===== src/rtl/lm80c_kbd_event_arbiter.sv =====
// Merges live PS/2 key events with host-injected keystrokes; each injected key is
// expanded into a timed press/hold/release/gap sequence, and live events always win.
module lm80c_kbd_event_arbiter #(
    parameter int FIFO_DEPTH  = 16,
    parameter int HOLD_CYCLES = 1000000,
    parameter int GAP_CYCLES  = 1000000,
    parameter int CNT_W       = 21
) (
    input  logic                          clk,
    input  logic                          reset,
    input  logic                          ps2_valid,
    input  logic [9:0]                    ps2_key,
    input  logic                          ps2_status,
    input  logic                          inj_wr,
    input  logic [9:0]                    inj_key,
    input  logic                          inj_abort,
    output logic                          inj_full,
    output logic [$clog2(FIFO_DEPTH):0]   inj_count,
    output logic                          inj_ovf,
    output logic                          busy,
    output logic                          out_valid,
    output logic [9:0]                    out_key,
    output logic                          out_status
);

    localparam int AW = $clog2(FIFO_DEPTH);
    localparam int CW = AW + 1;
    localparam logic [CW-1:0]    DEPTH_C   = CW'(FIFO_DEPTH);
    localparam logic [CNT_W-1:0] HOLD_LOAD = CNT_W'(HOLD_CYCLES - 1);
    localparam logic [CNT_W-1:0] GAP_LOAD  = CNT_W'(GAP_CYCLES - 1);
    localparam logic [CNT_W-1:0] CNT_ONE   = CNT_W'(1);

    typedef enum logic [2:0] {
        S_IDLE,
        S_PRESS,
        S_HOLD,
        S_RELEASE,
        S_GAP
    } state_t;

    state_t           state, state_next;
    logic [CNT_W-1:0] cnt, cnt_next;
    logic [9:0]       mem [FIFO_DEPTH];
    logic [AW-1:0]    wr_ptr, rd_ptr;
    logic [CW-1:0]    count;
    logic [9:0]       cur_key;
    logic             push, pop, emit, emit_status;

    assign inj_full  = (count == DEPTH_C);
    assign inj_count = count;
    assign push      = inj_wr && !inj_abort && !inj_full;

    always_comb begin
        state_next  = state;
        cnt_next    = cnt;
        pop         = 1'b0;
        emit        = 1'b0;
        emit_status = 1'b0;
        case (state)
            S_IDLE: begin
                if (!inj_abort && count != '0) begin
                    pop        = 1'b1;
                    state_next = S_PRESS;
                end
            end
            S_PRESS: begin
                if (inj_abort) begin
                    state_next = S_IDLE;
                end else if (!ps2_valid) begin
                    emit        = 1'b1;
                    emit_status = 1'b1;
                    cnt_next    = HOLD_LOAD;
                    state_next  = S_HOLD;
                end
            end
            S_HOLD: begin
                // An abort mid-hold must still release the key the emulated machine sees as down.
                if (inj_abort) begin
                    state_next = S_RELEASE;
                end else if (cnt == CNT_ONE) begin
                    cnt_next   = '0;
                    state_next = S_RELEASE;
                end else begin
                    cnt_next = cnt - CNT_ONE;
                end
            end
            S_RELEASE: begin
                if (!inj_abort && !ps2_valid) begin
                    emit       = 1'b1;
                    cnt_next   = GAP_LOAD;
                    state_next = S_GAP;
                end
            end
            S_GAP: begin
                if (cnt == '0) begin
                    state_next = S_IDLE;
                end else begin
                    cnt_next = cnt - CNT_ONE;
                end
            end
            default: state_next = S_IDLE;
        endcase
    end

    always_ff @(posedge clk or posedge reset) begin
        if (reset) begin
            state <= S_IDLE;
            cnt   <= '0;
        end else begin
            state <= state_next;
            cnt   <= cnt_next;
        end
    end

    // FIFO bookkeeping; pointers wrap naturally because the depth is a power of two.
    always_ff @(posedge clk or posedge reset) begin
        if (reset) begin
            wr_ptr  <= '0;
            rd_ptr  <= '0;
            count   <= '0;
            inj_ovf <= 1'b0;
        end else if (inj_abort) begin
            wr_ptr  <= '0;
            rd_ptr  <= '0;
            count   <= '0;
            inj_ovf <= 1'b0;
        end else begin
            if (push) wr_ptr <= wr_ptr + 1'b1;
            if (pop)  rd_ptr <= rd_ptr + 1'b1;
            case ({push, pop})
                2'b10:   count <= count + 1'b1;
                2'b01:   count <= count - 1'b1;
                default: count <= count;
            endcase
            if (inj_wr && inj_full) inj_ovf <= 1'b1;
        end
    end

    always_ff @(posedge clk) begin
        if (push) mem[wr_ptr] <= inj_key;
        if (pop)  cur_key     <= mem[rd_ptr];
    end

    always_ff @(posedge clk or posedge reset) begin
        if (reset) begin
            out_valid  <= 1'b0;
            out_key    <= '0;
            out_status <= 1'b0;
            busy       <= 1'b0;
        end else begin
            out_valid <= ps2_valid || emit;
            busy      <= (state != S_IDLE) || (count != '0);
            if (ps2_valid) begin
                out_key    <= ps2_key;
                out_status <= ps2_status;
            end else if (emit) begin
                out_key    <= cur_key;
                out_status <= emit_status;
            end
        end
    end

endmodule


===== config.mk =====
export PLATFORM = sky130hd
export DESIGN_NAME = lm80c_kbd_event_arbiter
export DESIGN_NICKNAME = d
export VERILOG_FILES = /design/src/rtl/lm80c_kbd_event_arbiter.sv
export SDC_FILE = /design/constraint.sdc
export NUM_CORES = 1
export LEC_CHECK = 0
export BUFFER_PORTS_ARGS = -buffer_cell sky130_fd_sc_hd__buf_4
export CORE_ASPECT_RATIO = 0.5
export CORE_MARGIN = 2
export CORE_UTILIZATION = 40
export CTS_CLUSTER_DIAMETER = 120
export DETAILED_ROUTE_END_ITERATION = 7
export GPL_TIMING_DRIVEN = 1
export PLACE_DENSITY = 0.56
export SYNTH_ARGS = -nofsm -noshare
export SYNTH_HDL_FRONTEND = slang
export SYNTH_SLANG_ARGS = --single-unit

===== constraint.sdc =====
create_clock -name clk -period 3.6 [get_ports clk]
set_input_delay 0 -clock clk [delete_from_list [all_inputs] [get_ports clk]]
set_output_delay 0 -clock clk [all_outputs]
set_load 0.01 [all_outputs]

Word-level counts from Yosys, hierarchy flattened

Memory sizes are Yosys's and may differ from the RTL's. A register that Yosys moved wholly into a read port is not among the register bits.
Index checks and enable logic that the tools add are counted.

Register bits after elaboration: 51
Memory bits (writable): 160
Input bits: 26
Memories kept: 1

Memories:

| memory | depth | width | rd ports | clocked after Yosys merged registers in | write ports | line | RTL |
|---|---|---|---|---|---|---|---|
| mem    | 16    | 10    | 1        | 1                                       | 1           | 43   | `logic [9:0] mem [FIFO_DEPTH];` |

Add/subtract/negate cells: 5
Equal/unequal tests: 17
Multiplexer cells: 37
Reductions and logical operators: 22

Operators by type and width:

| kind                                                                 | number |
|---|---|
| 21-bit two-way mux                                                   | 6 |
| 21-bit one-hot mux with 4 select lines                               | 1 |
| 21-bit by 1-bit == test with 1-bit output, second input constant     | 1 |
| 21-bit zero test                                                     | 1 |
| 3-bit two-way mux                                                    | 7 |
| 21-bit by 1-bit subtractor with 21-bit output, second input constant | 1 |
| 10-bit two-way mux                                                   | 2 |
| 4-bit two-way mux                                                    | 4 |
| 3-bit one-hot mux with 5 select lines                                | 1 |
| 2-bit inequality test, second input constant                         | 7 |
| 1-bit two-way mux                                                    | 13 |
| 5-bit one-hot mux with 2 select lines                                | 1 |
| 4-bit by 1-bit adder with 4-bit output, second input constant        | 2 |
| 2-bit nonzero test                                                   | 4 |
| 3-bit by 2-bit == test with 1-bit output, second input constant      | 2 |
| 3-bit inequality test, second input constant                         | 2 |
| 6-bit AND reduction                                                  | 1 |
| 3-bit nonzero test                                                   | 2 |
| 5-bit by 1-bit adder with 5-bit output, second input constant        | 1 |
| 5-bit == test, second input constant                                 | 1 |
| 1-bit logical AND                                                    | 5 |
| 5-bit two-way mux                                                    | 1 |
| 5-bit AND reduction                                                  | 1 |
| 5-bit nonzero test                                                   | 1 |
| other kinds (10)                                                     | 13 |

Depth between registers and ports, before layout

Depth in word-level cells: 7
Mapped depth: 10

Least setup slack after synthesis

No wires, ideal clock.

Kind: reg-to-reg
From: reg state[1]
To: reg count[4], in the netlist inj_count[4]
Library setup time: 78 ps
Arrival: 2944 ps
Path slack: 578 ps
Stages on the path, launching flop included: 11
Path buffers: 1
Clock period less this slack: 3022 ps
Cells stage by stage: dfrtp_1 clkbuf_1 or4_1 a21oi_2 and2_1 xor2_1 ha_1 a31oi_1 or3_1 o22a_1 a21oi_1

Word-level cells in the longest chain between the ends: 5
Elaborated cells between the ends (all ways): 7
Those cells by class: 2 x eq/ne; 3 x mux; 2 x reduce/logical

Ends and longest elaborated chain:

| item                                                                      | line | RTL |
|---|---|---|
| start, declared                                                           | 41   | `state_t state, state_next;` |
| start signal, assigned                                                    | 110  | `state <= state_next;` |
| 3-bit zero test (*)                                                       | 59   | `case (state)` |
| 1-bit two-way mux (*)                                                     | 59   |  |
| net pop                                                                   | 47   | `logic push, pop, emit, emit_status;` |
| 2-bit by 1-bit == test with 1-bit output or 2-bit == test (tied branches) | 130  | `case ({push, pop})` |
| 5-bit one-hot mux with 2 select lines                                     | 130  |  |
| 5-bit two-way mux                                                         | 122  | `end else if (inj_abort) begin` |
| end signal, assigned                                                      | 131  | `2'b10: count <= count + 1'b1;` |
| end signal, assigned                                                      | 132  | `2'b01: count <= count - 1'b1;` |
| end signal, assigned                                                      | 133  | `default: count <= count;` |
| end, declared                                                             | 45   | `logic [CW-1:0] count;` |

The timed path passes the listed nets; every way through them passes the cells marked *.
A chain may end at the register's enable or synchronous reset.

Final worst setup path

From: reg count[1], in the netlist inj_count[1]
To: reg count[4], in the netlist inj_count[4]

Word-level cells in the longest chain between the ends: 7
Elaborated cells between the ends (all ways): 14
Those cells by class: 2 x add/sub; 3 x eq/ne; 4 x mux; 5 x reduce/logical

Ends and longest elaborated chain:

| item                                                                      | line | RTL |
|---|---|---|
| 5-bit nonzero test                                                        | 61   | `if (!inj_abort && count != '0) begin` |
| 1-bit logical AND                                                         | 61   |  |
| 1-bit two-way mux                                                         | 61   |  |
| 1-bit two-way mux                                                         | 59   |  |
| 2-bit by 1-bit == test with 1-bit output or 2-bit == test (tied branches) | 130  |  |
| 5-bit one-hot mux with 2 select lines                                     | 130  |  |
| 5-bit two-way mux                                                         | 122  |  |

Several ways; a longest one is shown, not always the timed one.

==> qor.log <==
qor: run_status.run_status finished with violations
qor: run_status.failing_checks design-rule violations
qor: job.drv.max_cap_violation_count 0
qor: critical_path.timing.critical_path.slowest_stage_cell sky130_fd_sc_hd__or4_1
qor: critical_path.timing.critical_path.cells or4_1 -> o21ai_1 -> and2_1 -> xor2_1 -> ha_1 -> a31oi_1 -> or3_1 -> o22a_1 -> a21oi_1
qor: yosys.synth-seq-cells 221
qor: cells_and_area.flow.area_growth_from_synthesis 22.00%
qor: critical_path.worst_setup_path_end_kind register
qor: global_routing.first_global_vias 5,635
qor: cells_and_area.antenna_cells_inserted 0
qor: yosys.synthesis.yosys.warnings 0
qor: sta.max_freq 0.3375 GHz
qor: critical_path.critical_path.reg2reg.endpoint inj_count[4]$_DFFE_PP0P_
qor: clock_tree.cts_made_buffers 22
qor: clock_tree.postCtsResizedCells 0
qor: floorplanning.floorplan.initialDensity 41.15%
qor: sta.timing.final.crit_share 82.30%
qor: cells_and_area.count_of_nets_after_finishing 791
qor: sta.layout_min_cycle_time 2963 ps
qor: yosys.synth-edff-count 170
qor: clock_tree.cts_post_setup_buffers_inserted 0
qor: floorplanning.width_of_the_die 221.7 um
qor: yosys.syn_nets 684
qor: clock_tree.clock-root-buffer sky130_fd_sc_hd__clkbuf_16
qor: sta.timing.final.setup_violations 0
qor: sta.final.setup.tns 0 ps
qor: clock_tree.clkSlewWorstSetupHoldPaths 60 ps
qor: global_routing.grt_first_pass_wirelength 33,280 um
qor: clock_tree.clockBufferDepth 3
qor: pwr.cellPowerDensity 587.8 nW/um2
qor: global_routing.grt.total_usage 17.42%
qor: cells_and_area.fillerInstances 1,921
qor: critical_path.critical_path_class register to register
qor: pwr.ir_drop 0.0003241 V
qor: critical_path.critical_path.max_fanout 8
qor: placed_design.routabilityCongestion 0.8479
qor: critical_path.critical_path.startpoint_type register
qor: cells_and_area.drive_above_1_share 18.94%
qor: yosys.synth.avg_cell_area 14.62 um2
qor: placed_design.port_buffers 45
qor: critical_path.critPathRequiredTime 4040 ps
qor: sta.max_slew_margin 33.31%
qor: worst_hold_path.hold_path.class primary input to async pin
qor: global_routing.grt_max_degree 40
qor: placed_design.detailedPlace.worstSlack 684.5 ps
qor: sta.worst_pin_slew 996.6 ps
qor: detailed_routing.wire_per_inst 20.06 um
qor: sta.fin_skew 39.15 ps
qor: cells_and_area.multi_input_comb_area 2945 um2
qor: critical_path.crit_end inj_count[4]$_DFFE_PP0P_
qor: yosys.synth_sequential_area_ratio 67.34%
qor: critical_path.path_buf_inv 0
qor: critical_path.regToRegSetupSlack 640 ps
qor: floorplanning.placeableCoreArea 23,030 um2
qor: clock_tree.cts_num_sinks 221
qor: yosys.syn_area 9477 um2
qor: floorplanning.die_h 112.8 um
qor: clock_tree.htree_num_levels 1
qor: yosys.synthesis.instances 648
qor: yosys.synth.lib_cells_used.distinct 56
qor: floorplanning.fp.dieArea 25,010 um2
qor: sta.grt_setup_unrepaired no
qor: critical_path.top_delay_family_on_crit_path simple AND/OR/NAND/NOR gates
qor: detailed_routing.routed_via_density 5.458
qor: clock_tree.clock_tree_from_tritoncts done
qor: yosys.asyncSetResetFlopFracSynth 23.08%
qor: global_routing.initial_antenna_violation_count 0
qor: yosys.synth_flop_cell sky130_fd_sc_hd__edfxtp_1
qor: detailed_routing.totalWireLength 21,620 um
qor: placed_design.place.detailed.hpwl 13,700 um
qor: critical_path.crit_path_cell_count 9
qor: sta.timing_max_transition_violations_final 0
qor: critical_path.rr_startpoint inj_count[1]$_DFFE_PP0P_
qor: detailed_routing.drc 2
qor: clock_tree.cts_hold_buf 48
qor: clock_tree.insertion_delay 550 ps
qor: detailed_routing.via_count 5,884
qor: detailed_routing.first_iter_violations 667
qor: critical_path.critical_path.startpoint inj_count[1]$_DFFE_PP0P_
qor: sta.finalHoldViolCount 0
qor: floorplanning.number_of_top_level_pins 46
qor: global_routing.grt_overflow_total 0
qor: detailed_routing.drt_pre_antenna_iters 7
qor: detailed_routing.antenna_violating_nets_post_route 0
qor: critical_path.worst_endpoint_data_arrival_time 3400 ps
qor: critical_path.worstRegToRegCells 9
qor: floorplanning.std_cell_rows 39
qor: sta.final_critical_path_setup_slack 637.3 ps
qor: cells_and_area.seqCellArea 6385 um2
qor: critical_path.critical-path-max-stage-delay 650 ps
qor: pwr.leakagePower 0.004050 uW
-- worst min path at each step --
stage,endpoint,slack (ps),depth (start not counted)
final,out_status$_DFFE_PP0P_,240,3
after global routing,out_status$_DFFE_PP0P_,300,3
after CTS,out_status$_DFFE_PP0P_,250,3
after detailed placement,out_status$_DFFE_PP0P_,220,3
after global placement,out_key[8]$_DFFE_PP0P_,200,3
after floorplan,mem[0][0]$_DFFE_PP_,100,0
-- per-stage QoR --
stage | utilization (%) | instance area (um2) | total power (uW) | hold slack [ps] | std cells
final | 50.20 | 11560 | 6796 | 236.7 | 1078
after global routing | 50.20 | 11560 | 7116 | 304.1 | 1078
after CTS | 50.20 | 11560 | 6872 | 253.8 | 1078
after detailed placement | 44.64 | 10280 | 4280 | 215.2 | 990
after global placement | 44.64 | 10280 | 4259 | 203.5 | 990
after floorplan | - | 9477 | 3861 | 98.87 | 648
-- final cells by class --
type,instances,area share (%)
flip-flops and latches,221,55.23
multi-input cells,383,25.48
repair buffers,117,8.745
clock buffers,24,4.827
well taps,307,3.323
clock inverters,16,2.078
inverters,10,0.3247
-- report_power, final --
group / internal [uW] / switching [uW] / total (uW)
Clock: 1500 / 1010 / 2510
Sequential: 2900 / 169 / 3070
Combinational: 542 / 675 / 1220
-- cell usage after synthesis, drive strengths merged (8+ instances only) --
library cell,n,area share [%]
dfrtp,51,13
clkbuf,26,1.0
o21ai,42,2.2
nor4,8,0.91
inv,10,0.40
ha,10,1.3
a21oi,17,0.94
mux2i,52,5.5
nand3,9,0.48
nand2b,10,0.66
a221oi,20,1.8
mux4,20,4.8
buf,8,0.42
or3,9,0.65
nor3,14,0.74
a22oi,11,0.87
o31ai,10,0.79
edfxtp,170,54
a22o,9,0.85
nor2,37,1.5
nand2,44,1.7
-- logic make-up after synthesis --
kind of cell / after synthesis / share of synthesized area, %
AND/OR/NAND/NOR: 160 / 8.833
buffers and inverters: 44 / 1.848
adder cells (fa/ha/maj): 10 / 1.320
flip-flops: 221 / 67.34
AO/OA/AOI/OAI: 131 / 9.467
multiplexers: 73 / 10.36
XOR/XNOR: 9 / 0.8318
-- layer usage --
metal	wire length, um	global-route usage [%]	part of all wire (%)	vias to the layer above
li1	-	-	-	2753
met1	10510	25.61	49	3002
met2	9933	27.17	46	101
met3	848	3.428	3.9	28
met4	334	3.514	1.5	0
met5	0	0	0	-
-- cells in the final DEF (no fill, tap or decap), types with 5 or more instances in the layout --
cell type | netlist | layout
sky130_fd_sc_hd__o21ai_0 | 41 | 41
sky130_fd_sc_hd__a22o_1 | 8 | 8
sky130_fd_sc_hd__mux2i_1 | 52 | 52
sky130_fd_sc_hd__nand2_1 | 44 | 44
sky130_fd_sc_hd__a21oi_1 | 16 | 16
sky130_fd_sc_hd__nor3_1 | 14 | 10
sky130_fd_sc_hd__dfrtp_1 | 51 | 50
sky130_fd_sc_hd__a22oi_1 | 11 | 11
sky130_fd_sc_hd__or4_1 | 5 | 5
sky130_fd_sc_hd__or3_1 | 8 | 8
sky130_fd_sc_hd__clkbuf_16 | 0 | 22
sky130_fd_sc_hd__mux4_2 | 20 | 20
sky130_fd_sc_hd__nand2b_1 | 10 | 10
sky130_fd_sc_hd__o31ai_1 | 10 | 10
sky130_fd_sc_hd__nor2_1 | 37 | 37
sky130_fd_sc_hd__dlygate4sd3_1 | 0 | 48
sky130_fd_sc_hd__nor4_1 | 5 | 5
sky130_fd_sc_hd__ha_1 | 10 | 10
sky130_fd_sc_hd__buf_4 | 1 | 68
sky130_fd_sc_hd__clkinv_2 | 0 | 5
sky130_fd_sc_hd__nand4_1 | 5 | 5
sky130_fd_sc_hd__inv_1 | 10 | 9
sky130_fd_sc_hd__nand3_1 | 9 | 9
sky130_fd_sc_hd__xor2_1 | 6 | 6
sky130_fd_sc_hd__bufinv_16 | 0 | 5
sky130_fd_sc_hd__edfxtp_1 | 170 | 170
sky130_fd_sc_hd__a221oi_1 | 20 | 20
-- worst register-to-register path, cell delays in order, from the launching register on --
cell	delay, ps
sky130_fd_sc_hd__dfrtp_1	470
sky130_fd_sc_hd__or4_1	650
sky130_fd_sc_hd__o21ai_1	340
sky130_fd_sc_hd__and2_1	250
sky130_fd_sc_hd__xor2_1	160
sky130_fd_sc_hd__ha_1	250
sky130_fd_sc_hd__a31oi_1	100
sky130_fd_sc_hd__or3_1	340
sky130_fd_sc_hd__o22a_1	200
sky130_fd_sc_hd__a21oi_1	130
-- sequential cells by signal (all words and copies together), names as in the netlist --
register / flops
busy: 1
cnt: 21
cur_key: 10
inj_count: 5
inj_ovf: 1
mem: 160
out_key: 10
out_status: 1
out_valid: 1
rd_ptr: 4
state: 3
wr_ptr: 4
(Power assumes the default switching activity.)
